<file path="src/rtl/fp_mul_round_pack.sv">
// FP multiply back end: normalizes the raw significand product, rounds to
// nearest-even, resolves exception classes and packs a single or half result.
module fp_mul_round_pack #(
  parameter int PIPE_STAGES  = 3,
  parameter int FLUSH_DENORM = 1
) (
  input  logic        clk,
  input  logic        rst_n,
  input  logic        in_valid,
  output logic        in_ready,
  input  logic [47:0] MANT,
  input  logic [8:0]  EXP,
  input  logic        SIGN,
  input  logic [4:0]  FLAGS,
  input  logic        MODE_FP,
  output logic        out_valid,
  input  logic        out_ready,
  output logic [31:0] result,
  output logic [3:0]  out_flags
);

  localparam logic FTZ = (FLUSH_DENORM != 0);

  typedef enum logic [2:0] {K_NORM, K_INF, K_NAN, K_OVF, K_UNF} kind_e;

  typedef struct packed {
    logic [47:0] mant;
    logic [8:0]  exp;
    logic        sign;
    logic [4:0]  flags;
    logic        mode;
  } req_t;

  typedef struct packed {
    kind_e       kind;
    logic        sign;
    logic        mode;
    logic [9:0]  e;
    logic [22:0] frac;
    logic        g;
    logic        s;
  } norm_t;

  typedef struct packed {
    kind_e       kind;
    logic        sign;
    logic        mode;
    logic [9:0]  e;
    logic [22:0] frac;
    logic        inexact;
  } rnd_t;

  // vld_pipe[0]: captured request, [1]: normalized, [2]: rounded, [3]: output
  logic [PIPE_STAGES:0] vld_pipe_q, vld_pipe_d;
  req_t                 req_q, req_d;
  norm_t                norm_q, norm_d;
  rnd_t                 rnd_q, rnd_d;
  logic [31:0]          result_q, result_d;
  logic [3:0]           out_flags_q, out_flags_d;
  logic                 stall;

  assign stall     = vld_pipe_q[PIPE_STAGES] & ~out_ready;
  assign in_ready  = ~stall;
  assign out_valid = vld_pipe_q[PIPE_STAGES];
  assign result    = result_q;
  assign out_flags = out_flags_q;

  always_comb begin
    vld_pipe_d = vld_pipe_q;
    req_d      = req_q;
    if (!stall) begin
      vld_pipe_d = {vld_pipe_q[PIPE_STAGES-1:0], in_valid};
      req_d      = '{mant: MANT, exp: EXP, sign: SIGN, flags: FLAGS, mode: MODE_FP};
    end
  end

  // Stage 1: class decode and normalization
  always_comb begin
    norm_d = norm_q;
    if (!stall) begin
      norm_d.sign = req_q.sign;
      norm_d.mode = req_q.mode;
      norm_d.e    = {1'b0, req_q.exp} + {9'd0, req_q.mant[47]};
      if (req_q.flags == 5'b11111)                              norm_d.kind = K_INF;
      else if (req_q.flags == 5'b00001)                         norm_d.kind = K_NAN;
      else if (req_q.flags == 5'b00010)                         norm_d.kind = K_OVF;
      else if (req_q.flags == 5'b00011 || req_q.flags == 5'b10000) norm_d.kind = K_UNF;
      else if (req_q.flags == 5'b00000)                         norm_d.kind = K_NORM;
      else                                                      norm_d.kind = K_NAN;
      if (req_q.mode) begin
        if (req_q.mant[47]) begin
          norm_d.frac = req_q.mant[46:24];
          norm_d.g    = req_q.mant[23];
          norm_d.s    = |req_q.mant[22:0];
        end else begin
          norm_d.frac = req_q.mant[45:23];
          norm_d.g    = req_q.mant[22];
          norm_d.s    = |req_q.mant[21:0];
        end
      end else begin
        if (req_q.mant[47]) begin
          norm_d.frac = {13'd0, req_q.mant[46:37]};
          norm_d.g    = req_q.mant[36];
          norm_d.s    = |req_q.mant[35:0];
        end else begin
          norm_d.frac = {13'd0, req_q.mant[45:36]};
          norm_d.g    = req_q.mant[35];
          norm_d.s    = |req_q.mant[34:0];
        end
      end
    end
  end

  // Stage 2: round to nearest-even; a carry-out leaves the fraction at zero
  logic        rnd_up, rnd_carry;
  logic [23:0] sum_s;
  logic [10:0] sum_h;

  always_comb begin
    rnd_up    = norm_q.g & (norm_q.s | norm_q.frac[0]);
    sum_s     = {1'b0, norm_q.frac} + {23'd0, rnd_up};
    sum_h     = {1'b0, norm_q.frac[9:0]} + {10'd0, rnd_up};
    rnd_carry = norm_q.mode ? sum_s[23] : sum_h[10];
    rnd_d     = rnd_q;
    if (!stall) begin
      rnd_d.kind    = norm_q.kind;
      rnd_d.sign    = norm_q.sign;
      rnd_d.mode    = norm_q.mode;
      rnd_d.frac    = norm_q.mode ? sum_s[22:0] : {13'd0, sum_h[9:0]};
      rnd_d.e       = norm_q.e + {9'd0, rnd_carry};
      rnd_d.inexact = norm_q.g | norm_q.s;
    end
  end

  // Stage 3: exponent range check and packing
  logic [9:0]  emax;
  logic [31:0] inf_v, zero_v, nan_v, norm_v, pack_v;
  logic [3:0]  pack_f;

  always_comb begin
    emax   = rnd_q.mode ? 10'd255 : 10'd31;
    inf_v  = rnd_q.mode ? {rnd_q.sign, 8'hFF, 23'd0} : {16'd0, rnd_q.sign, 5'h1F, 10'd0};
    zero_v = rnd_q.mode ? {rnd_q.sign, 31'd0} : {16'd0, rnd_q.sign, 15'd0};
    nan_v  = rnd_q.mode ? 32'h7FC0_0000 : 32'h0000_7E00;
    norm_v = rnd_q.mode ? {rnd_q.sign, rnd_q.e[7:0], rnd_q.frac}
                        : {16'd0, rnd_q.sign, rnd_q.e[4:0], rnd_q.frac[9:0]};
    pack_v = '0;
    pack_f = '0;
    case (rnd_q.kind)
      K_INF: pack_v = inf_v;
      K_NAN: begin pack_v = nan_v;  pack_f = 4'b1000; end
      K_OVF: begin pack_v = inf_v;  pack_f = 4'b0101; end
      K_UNF: begin pack_v = zero_v; pack_f = 4'b0011; end
      default: begin
        if (rnd_q.e == 10'd0 && FTZ) begin
          pack_v = zero_v;
          pack_f = 4'b0011;
        end else if (rnd_q.e >= emax) begin
          pack_v = inf_v;
          pack_f = 4'b0101;
        end else begin
          pack_v = norm_v;
          pack_f = {3'b000, rnd_q.inexact};
        end
      end
    endcase
    result_d    = result_q;
    out_flags_d = out_flags_q;
    if (!stall) begin
      result_d    = vld_pipe_q[PIPE_STAGES-1] ? pack_v : 32'd0;
      out_flags_d = vld_pipe_q[PIPE_STAGES-1] ? pack_f : 4'd0;
    end
  end

  always_ff @(posedge clk) begin
    if (!rst_n) begin
      vld_pipe_q  <= '0;
      req_q       <= '0;
      norm_q      <= '0;
      rnd_q       <= '0;
      result_q    <= '0;
      out_flags_q <= '0;
    end else begin
      vld_pipe_q  <= vld_pipe_d;
      req_q       <= req_d;
      norm_q      <= norm_d;
      rnd_q       <= rnd_d;
      result_q    <= result_d;
      out_flags_q <= out_flags_d;
    end
  end

endmodule

</file>
<file path="config.mk">
export PLATFORM = sky130hd
export DESIGN_NAME = fp_mul_round_pack
export DESIGN_NICKNAME = d
export VERILOG_FILES = /design/src/rtl/fp_mul_round_pack.sv
export SDC_FILE = /design/constraint.sdc
export NUM_CORES = 1
export LEC_CHECK = 0
export BUFFER_PORTS_ARGS = -buffer_cell sky130_fd_sc_hd__clkbuf_2
export CORE_MARGIN = 1
export CORE_UTILIZATION = 45
export DETAILED_ROUTE_END_ITERATION = 10
export GPL_TIMING_DRIVEN = 0
export PLACE_DENSITY = 0.74
export SETUP_SLACK_MARGIN = 0.3
export SYNTH_ARGS = -nofsm -noshare
export SYNTH_HDL_FRONTEND = slang
export SYNTH_SLANG_ARGS = --single-unit
</file>
<file path="constraint.sdc">
create_clock -name clk -period 5.6 [get_ports clk]
set_input_delay 0.56 -clock clk [delete_from_list [all_inputs] [get_ports clk]]
set_output_delay 0.56 -clock clk [all_outputs]
set_load 0.05 [all_outputs]
</file>
After elaboration in Yosys (flattened, before gate mapping)
Index checks and enable logic that the tools add are counted.
{"block": "word_totals", "input_bits": 68, "wordCells": 72, "register_bits": 183}
{"block": "op_classes", "reduce_logical": 8, "n_bitwise": 6, "eq_ne": 9, "n_mux": 23, "n_lt_le_gt_ge": 1, "addsub": 4}
{"operator": "32-bit two-way mux", "count": 6}
{"operator": "32-bit one-hot mux with 3 select lines", "count": 1}
{"operator": "25-bit two-way mux", "count": 2}
{"operator": "36-bit OR reduction", "count": 1}
{"operator": "35-bit OR reduction", "count": 1}
{"operator": "31-bit two-way mux", "count": 1}
{"operator": "23-bit by 1-bit adder with 24-bit output", "count": 1}
{"operator": "23-bit two-way mux", "count": 1}
{"operator": "23-bit OR reduction", "count": 1}
{"operator": "22-bit OR reduction", "count": 1}
{"operator": "3-bit two-way mux", "count": 6}
{"operator": "4-bit one-hot mux with 4 select lines", "count": 1}
{"operator": "12-bit two-way mux", "count": 1}
{"operator": "10-bit by 1-bit adder with 11-bit output", "count": 1}
{"operator": "10-bit by 1-bit adder with 10-bit output", "count": 1}
{"operator": "9-bit by 1-bit adder with 10-bit output", "count": 1}
{"operator": "5-bit by 2-bit equality test with 1-bit output (second input constant)", "count": 2}
{"operator": "5-bit equality test (second input constant)", "count": 2}
{"operator": "10-bit by 8-bit greater-or-equal comparator with 1-bit output", "count": 1}
{"operator": "10-bit zero test", "count": 1}
{"operator": "8-bit two-way mux", "count": 1}
{"operator": "3-bit by 2-bit equality test with 1-bit output (second input constant)", "count": 2}
{"operator": "5-bit by 1-bit equality test with 1-bit output (second input constant)", "count": 1}
{"operator": "5-bit zero test", "count": 1}
{"operator": "other kinds (10)", "count": 13}

Longest topological paths before layout
Gate-level depths: netlist (run 1).
{"block": "logic_depth", "depth_word": 6, "depth_mapped": 11, "mapped_depth_nobuf": 10}

Worst setup path before layout (run 1)
No wires, ideal clock.
{"block": "synth_path", "path_kind": "flip-flop to flip-flop", "start": "register norm_q[0] (netlist name)", "end": "register rnd_q[29] (netlist name)", "arrival_ns": 2.242, "slack_ns": 3.272, "path_stages_with_launch": 12, "setup_time_ns": 0.086, "path_cell_list": "dfxtp_1 o21a_1 ha_1 and2_1 clkbuf_1 nand4_4 o32ai_1 ha_1 and3_1 nand3_1 xor2_1 a211oi_1"}
{"block": "synth_via", "elab_chain_len": 5, "word_cells_on_any_way": 6}
{"element": "start: declaration", "line_no": "56", "rtl": "norm_t norm_q, norm_d;"}
{"element": "start signal: assignment", "line_no": "186", "rtl": "norm_q <= norm_d;"}
{"element": "1-bit bitwise OR (*)", "line_no": "120", "rtl": "rnd_up = norm_q.g & (norm_q.s | norm_q.frac[0]);"}
{"element": "1-bit AND (*)", "line_no": "120"}
{"element": "23-bit by 1-bit adder with 24-bit output or 10-bit by 1-bit adder with 11-bit output (tied branches)", "line_no": "121, 122"}
{"element": "1-bit two-way mux (*)", "line_no": "123", "rtl": "rnd_carry = norm_q.mode ? sum_s[23] : sum_h[10];"}
{"element": "10-bit by 1-bit adder with 10-bit output (*)", "line_no": "130", "rtl": "rnd_d.e = norm_q.e + {9'd0, rnd_carry};"}
{"element": "end signal: assignment", "line_no": "187", "rtl": "rnd_q <= rnd_d;"}
{"element": "end: declaration", "line_no": "57", "rtl": "rnd_t rnd_q, rnd_d;"}
Mark *: on every way between the ends. The rest lies on a longest branch, timed or not.
A chain may end at the register's enable or synchronous reset.

Worst setup path after layout (run 1)
Same ends and word-level chain as after synthesis.

==> results.md, run 1 <==
- Status: finished clean
- RSZ-0062 raised after global routing: no
- Mapped Avg Cell Area: 8.41 um^2
- # placed instances: 1304
- Fin Setup TNS: 0 ps
- Hold Worst Slack: 344 ps
- Grt met2 use: 39.6%
- Leak: 3.87 nW
- Vias in the first global route: 6828
- Final Non-Filler Cells: 1336
- Fin area: 0.00965 mm^2
- Bufs on Longest Clock Path: 2
- Cts bufs inserted: 17
- Post-DP HPWL: approximately 16000 um
- Tightest Pin Transition: roughly 690 ps
- Worst EP arrival: 3320 ps
- Initial antenna violation count: 0
- Cts-stage hold buffer count: 0
- GRT overflow: 0
- Top cell type's share of synthesized area: around 45%
- Grt peak-use layer: met2
- Vias: around 7.5k
- Post-CTS repair timing setup buffer count: 0
- Share of post-route cells with drive strength above 1: ~16%
- Worst clock skew: 12.4 ps
- Met3 Usage GRT: under 10%
- Critical Path RT: 5940 ps
- Commonest cells post-synth: nand2_1 (217), dfxtp_1 (183), a21oi_1 (105)
- Final hold viol count: 0
- Max-Cap Viols: 0
- Critical Path Source Type: flip-flop
- Register bit total from synthesis: approximately 180
- H-tree depth: 4
- Fill cell count: 1686
- Synth Net Count: 1054
- DR WL/cell: 16.2 um
- Final Cycle Share: about 53%
- M1 GR Usage: 31.1%
- Via-per-instance ratio: 5.60
- Antenna viol nets, final: 0
- Layout area overhead: 17.8%
- Register area share after synthesis: 44.7%
- Final Wtd Congestion: 0.915
- Max-slew headroom at the worst pin: 54.3%
- Core area: 0.0175 mm^2
- CTS root buffer: clkbuf_16
- Initial Util: 46.7%
- Fin crit period: 2980 ps
- Sink Count: 183
- CTS tree: done
- Critical path endpoint category: flip-flop
- Worst Hold Class: in -> reg
- Total power: 2.97 mW
- Post-synthesis cell type count: 69
- Mapped cell area: between 0.008 and 0.009 mm^2
- Fmax: 336 MHz
- Nets: 1178
- Synth area leaders: dfxtp_1 (45%), nand2_1 (9.9%), a21oi_1 (6.4%)
- GRT Overall Usage: 24.0%
- Synth Warn #: 0
- Pin count of the biggest net entering global routing: 17
- Finish-stage setup viols: 0
- Synth area leader: dfxtp_1
- Die area: roughly 0.019 mm^2
- Synth Flop Type: dfxtp_1
- Critical path peak fanout: 7
- Clock transition at path regs: roughly 70 ps
- WHS Path Cells: 3
- Total Routed Length: approximately 22000 um
- Horiz. Die Dim: around 140 um
- Cell Pwr Density: 308 mW/mm^2
- Row count: 48
- Critical path class: reg -> reg
- Slew Limit Fails: 0
- Global-route wire length before repair: 34700 um
- Register area: 0.00366 mm^2
- Initial detailed-routing violation count: roughly 500
- Asr flop ratio synth: 0%
- DRC Markers: 0
- Most instantiated library cell after synthesis: nand2_1
- Boundary Pins: 106
- Max VDD drop: 0.000235 V
- Post-synth EDFFs: 0
- Synth Instances: ~1000
- Reg2Reg Depth: 11
- Clock Latency Late Sink: 440 ps
- Die height: 137 um
- Placed inst area: around 0.009 mm^2
- Antenna cells: 0
- Cts repair resizes: 0
- Area occupied by multi-input gates: 0.00421 mm^2
- First-pass detailed-route iteration total: 5
- Port buffer count: 105
worst max-delay path, cell delays in order (launching register included):
cell and delay, ps:
dfxtp_1 380, o21a_1 140, ha_1 150, and2_1 120, clkbuf_1 320, nand4_4 200
o32ai_1 560, ha_1 280, and3_1 260, nand3_1 110, xor2_1 150, a211oi_1 220
per-stage QoR:
step                utilization (%)  setup slack, ps
floorplan                         -             3270
global placement               51.3             2670
detailed placement             51.3             2630
CTS                            55.0             2610
global route                   55.0             2340
finish                         55.0             2620
where the power goes:
| group | switching [mW] | total (mW) | leakage [nW] | internal [mW] |
|---|---|---|---|---|
| combinational | 0.151 | 0.250 | 2.06 | 0.0987 |
| clock | 0.535 | 1.33 | 0.316 | 0.791 |
| sequential | 0.0456 | 1.40 | 1.50 | 1.35 |
| total | 0.731 | 2.97 | 3.87 | 2.24 |
layout make-up:
class | instances | area share, %
inverter | 5 | 0.220
multi-input combinational | 716 | 43.6
tap | 225 | 2.92
sequential | 183 | 38.0
clock buffer | 20 | 4.84
timing repair buffer | 105 | 5.44
clock inverter | 12 | 1.93
buffer | 70 | 3.12
sequential cells by signal (all words and copies together), names as in the netlist:
signal      cells
req_q          64
norm_q         40
rnd_q          39
result         32
out_flags       4
vld_pipe_q      4
worst paths after layout:
| path | from | endpoint | slack [ps] |
|---|---|---|---|
| worst max-delay path | norm_q[0]$_SDFFE_PN0N_ | rnd_q[29]$_SDFFE_PN0N_ | 2620 |
| worst min-delay path | FLAGS[2] | req_q[3]$_SDFFE_PN0N_ | 340 |
| worst max register to register | norm_q[0]$_SDFFE_PN0N_ | rnd_q[29]$_SDFFE_PN0N_ | 2620 |
| worst min register to register | result[18]$_SDFFE_PN0N_ | result[18]$_SDFFE_PN0N_ | 440 |
layer usage:
metal	vias up	part of all wire [%]
met3	36	5.3
met4	0	2.2
li1	3740	-
met5	-	0
met1	3489	46
met2	212	47
kinds of logic (layout without fill, tap and decap cells):
group | Yosys count | in the layout | share of synthesized area [%]
flops | 183 | 183 | 44.7
compound gates | 255 | 255 | 20.6
simple gates | 397 | 397 | 22.8
fa+ha+maj | 13 | 13 | 1.96
xor+xnor | 27 | 27 | 2.89
mux | 24 | 24 | 3.13
buf+inv | 75 | 212 | 3.94
layout by cell type, fill, tap and decap left out, types with 13 or more instances in the layout:
cell type  instances
a211oi_1          20
a22oi_1           14
nand3_1           40
nand2_1          217
clkbuf_1          46
a21oi_1          105
o21ai_0           23
clkbuf_16         17
o211ai_1          24
clkbuf_2         105
dfxtp_1          183
xor2_1            21
and2_1            17
buf_2             13
nor2_1            49
Power figures use the tool's default switching activity.
==> inputs of run 2 (changes only) <==
==> constraint.sdc (replaced) <==
create_clock -name clk -period 3.1 [get_ports clk]
set_input_delay 0.31 -clock clk [delete_from_list [all_inputs] [get_ports clk]]
set_output_delay 0.31 -clock clk [all_outputs]
set_load 0.05 [all_outputs]
==> run 2 against run 1 <==
  * Largest power group unchanged
  * Critical path depth stayed put
  * Cell area is 0.25% higher
  * Critical endpoint unchanged
  * Count of clock-buffer cells in the layout stayed put
==> results.md, run 2 (synthesis gave the netlist of run 1 again) <==
- Placed inst area: around 0.009 mm^2
- WL met1: 9910 um
- Post-DP HPWL: 15900 um
- Critical path endpoint category: flip-flop
- H-tree depth: 4
- Tightest Pin Transition: between 600 and 700 ps
- Fin area: ~0.0097 mm^2
- Met3 Wirelength: 1150 um
- Die area: 0.0187 mm^2
- Bufs on Longest Clock Path: 2
- CP top delay family: compound AO/OA/AOI/OAI gates
- Max reg flops: 64
- Worst EP arrival: 2920 ps
- Via-per-instance ratio: ~5.6
- Final hold viol count: 0
- CTS root buffer: clkbuf_16
- Final Wtd Congestion: 0.915
- Die height: 137 um
- Antenna cells: 0
- Fin crit period: 2570 ps
- Core area: 0.0175 mm^2
- Critical path peak fanout: 7
- Critical Path Source Type: flip-flop
- Layout area overhead: 18.1%
- Nets: 1178
- Crit path top cell by count: ha_1
- Vias: 7456
- Worst path slowest cell: dfxtp_1
- Antenna viol nets, final: 0
- Hold Worst Slack: 94.8 ps
- Finish-stage setup viols: 0
- Share of post-route cells with drive strength above 1: 16.7%
- DRC Markers: 0
- Top layer in use: met4
- Max-slew headroom at the worst pin: between 50% and 60%
- Commonest non-fill, non-tap cell in the layout: nand2_1
- CTS tree: done
- Port buffer count: 105
- Clock Latency Late Sink: 440 ps
- RSZ-0062 raised after global routing: no
- Initial detailed-routing violation count: 561
- Worst-path cell chain: o21a_1 -> ha_1 -> and2_1 -> clkbuf_2 -> nand4_4 -> o32ai_4 -> ha_1 -> and3_2 -> nand3_1 -> xor2_1 -> a211oi_1
- Max VDD drop: 0.000422 V
- Worst Hold Class: in -> reg
- Boundary Pins: 106
- Leak: 3.87 nW
- Critical path class: reg -> reg
- Initial Util: 46.7%
- DR WL/cell: roughly 16 um
- Biggest regs: req_q: 64 flops, norm_q: 40 flops, rnd_q: 39 flops
- Fin Setup TNS: 0 ps
- CP peak stage delay: 380 ps
- Pin count of the biggest net entering global routing: 17
- Max-Cap Viols: 0
- GRT overflow: 0
- Buf/Inv on CP: 1
- Slew Limit Fails: 0
- GRT Overall Usage: 24.1%
- Biggest register: req_q
- First-pass detailed-route iteration total: 5
- Clock transition at path regs: 70 ps
- Horiz. Die Dim: approximately 140 um
- Worst clock skew: 12.9 ps
- Initial antenna violation count: 0
- Cell Pwr Density: 555 mW/mm^2
- Row count: 48
- Sink Count: 183
- Most frequent cells in the layout: nand2_1 (217), dfxtp_1 (183), clkbuf_2 (106), a21oi_1 (105), nor2_1 (49)
- Final Cycle Share: 83.0%
- WL met2: 10200 um
- Vias in the first global route: 6847
- Critical Path RT: 3440 ps
- Fmax: 389 MHz
- Cts bufs inserted: 17
- Total Routed Length: 21700 um
- Status: finished clean
- Global-route wire length before repair: approximately 35000 um
-- run 2: cell counts in the layout (fill, tap and decap cells not counted) --
Identical to the previous run, type by type.
-- run 2: power by group --
part	internal [mW]	leakage [nW]	switching (mW)
Clock	1.43	0.316	0.966
Sequential	2.44	1.50	0.0827
Combinational	0.178	2.06	0.273
Total	4.05	3.87	1.32
-- run 2: worst paths after layout --
kind | depth (start not counted) | to | startpoint | slack (ps)
max reg2reg | 11 | rnd_q[29]$_SDFFE_PN0N_ | norm_q[0]$_SDFFE_PN0N_ | 530
max | 11 | rnd_q[29]$_SDFFE_PN0N_ | norm_q[0]$_SDFFE_PN0N_ | 530
min reg2reg | 2 | result[18]$_SDFFE_PN0N_ | result[18]$_SDFFE_PN0N_ | 440
min | 3 | req_q[43]$_SDFFE_PN0N_ | MANT[27] | 90
-- run 2: worst reg2reg max path: stages (launching register included) --
cell and delay (ps):
dfxtp_1 380, o21a_1 140, ha_1 150, and2_1 120
clkbuf_2 200, nand4_4 190, o32ai_4 370, ha_1 240
and3_2 240, nand3_1 100, xor2_1 150, a211oi_1 220
-- run 2: layout make-up --
cell class / count / area [um^2]
sequential: 183 / 3660
multi-input combinational: 716 / 4230
fill: 1683 / 7860
tap: 225 / 282
clock inverter: 12 / 186
timing repair buffer: 105 / 526
inverter: 5 / 21.3
clock buffer: 20 / 467
buffer: 70 / 303
-- run 2: timing repair --
action,4_1_cts,5_1_grt
endpoints found under the hold margin,0,0
hold buffers,0,0
gates resized for setup,2,3
gates cloned,0,0
buffers inserted,0,0
setup endpoints to repair,7,4
-- run 2: per-layer routing --
layer	GRT usage, %	up-vias
met4	8.79	0
met5	0	-
met3	4.70	32
met2	39.8	208
met1	31.1	3474
li1	-	3742
-- run 2: stage by stage --
step           total power, mW  instances  util (%)  worst slack (ps)
6_report                  5.37       1336      55.2               528
5_1_grt                   5.53       1336      55.2               293
2_1_floorplan             2.86        974         -               772
3_5_place_dp              3.02       1304      51.3               134
3_3_place_gp              3.01       1304      51.3               172
4_1_cts                   5.38       1336      55.1               433
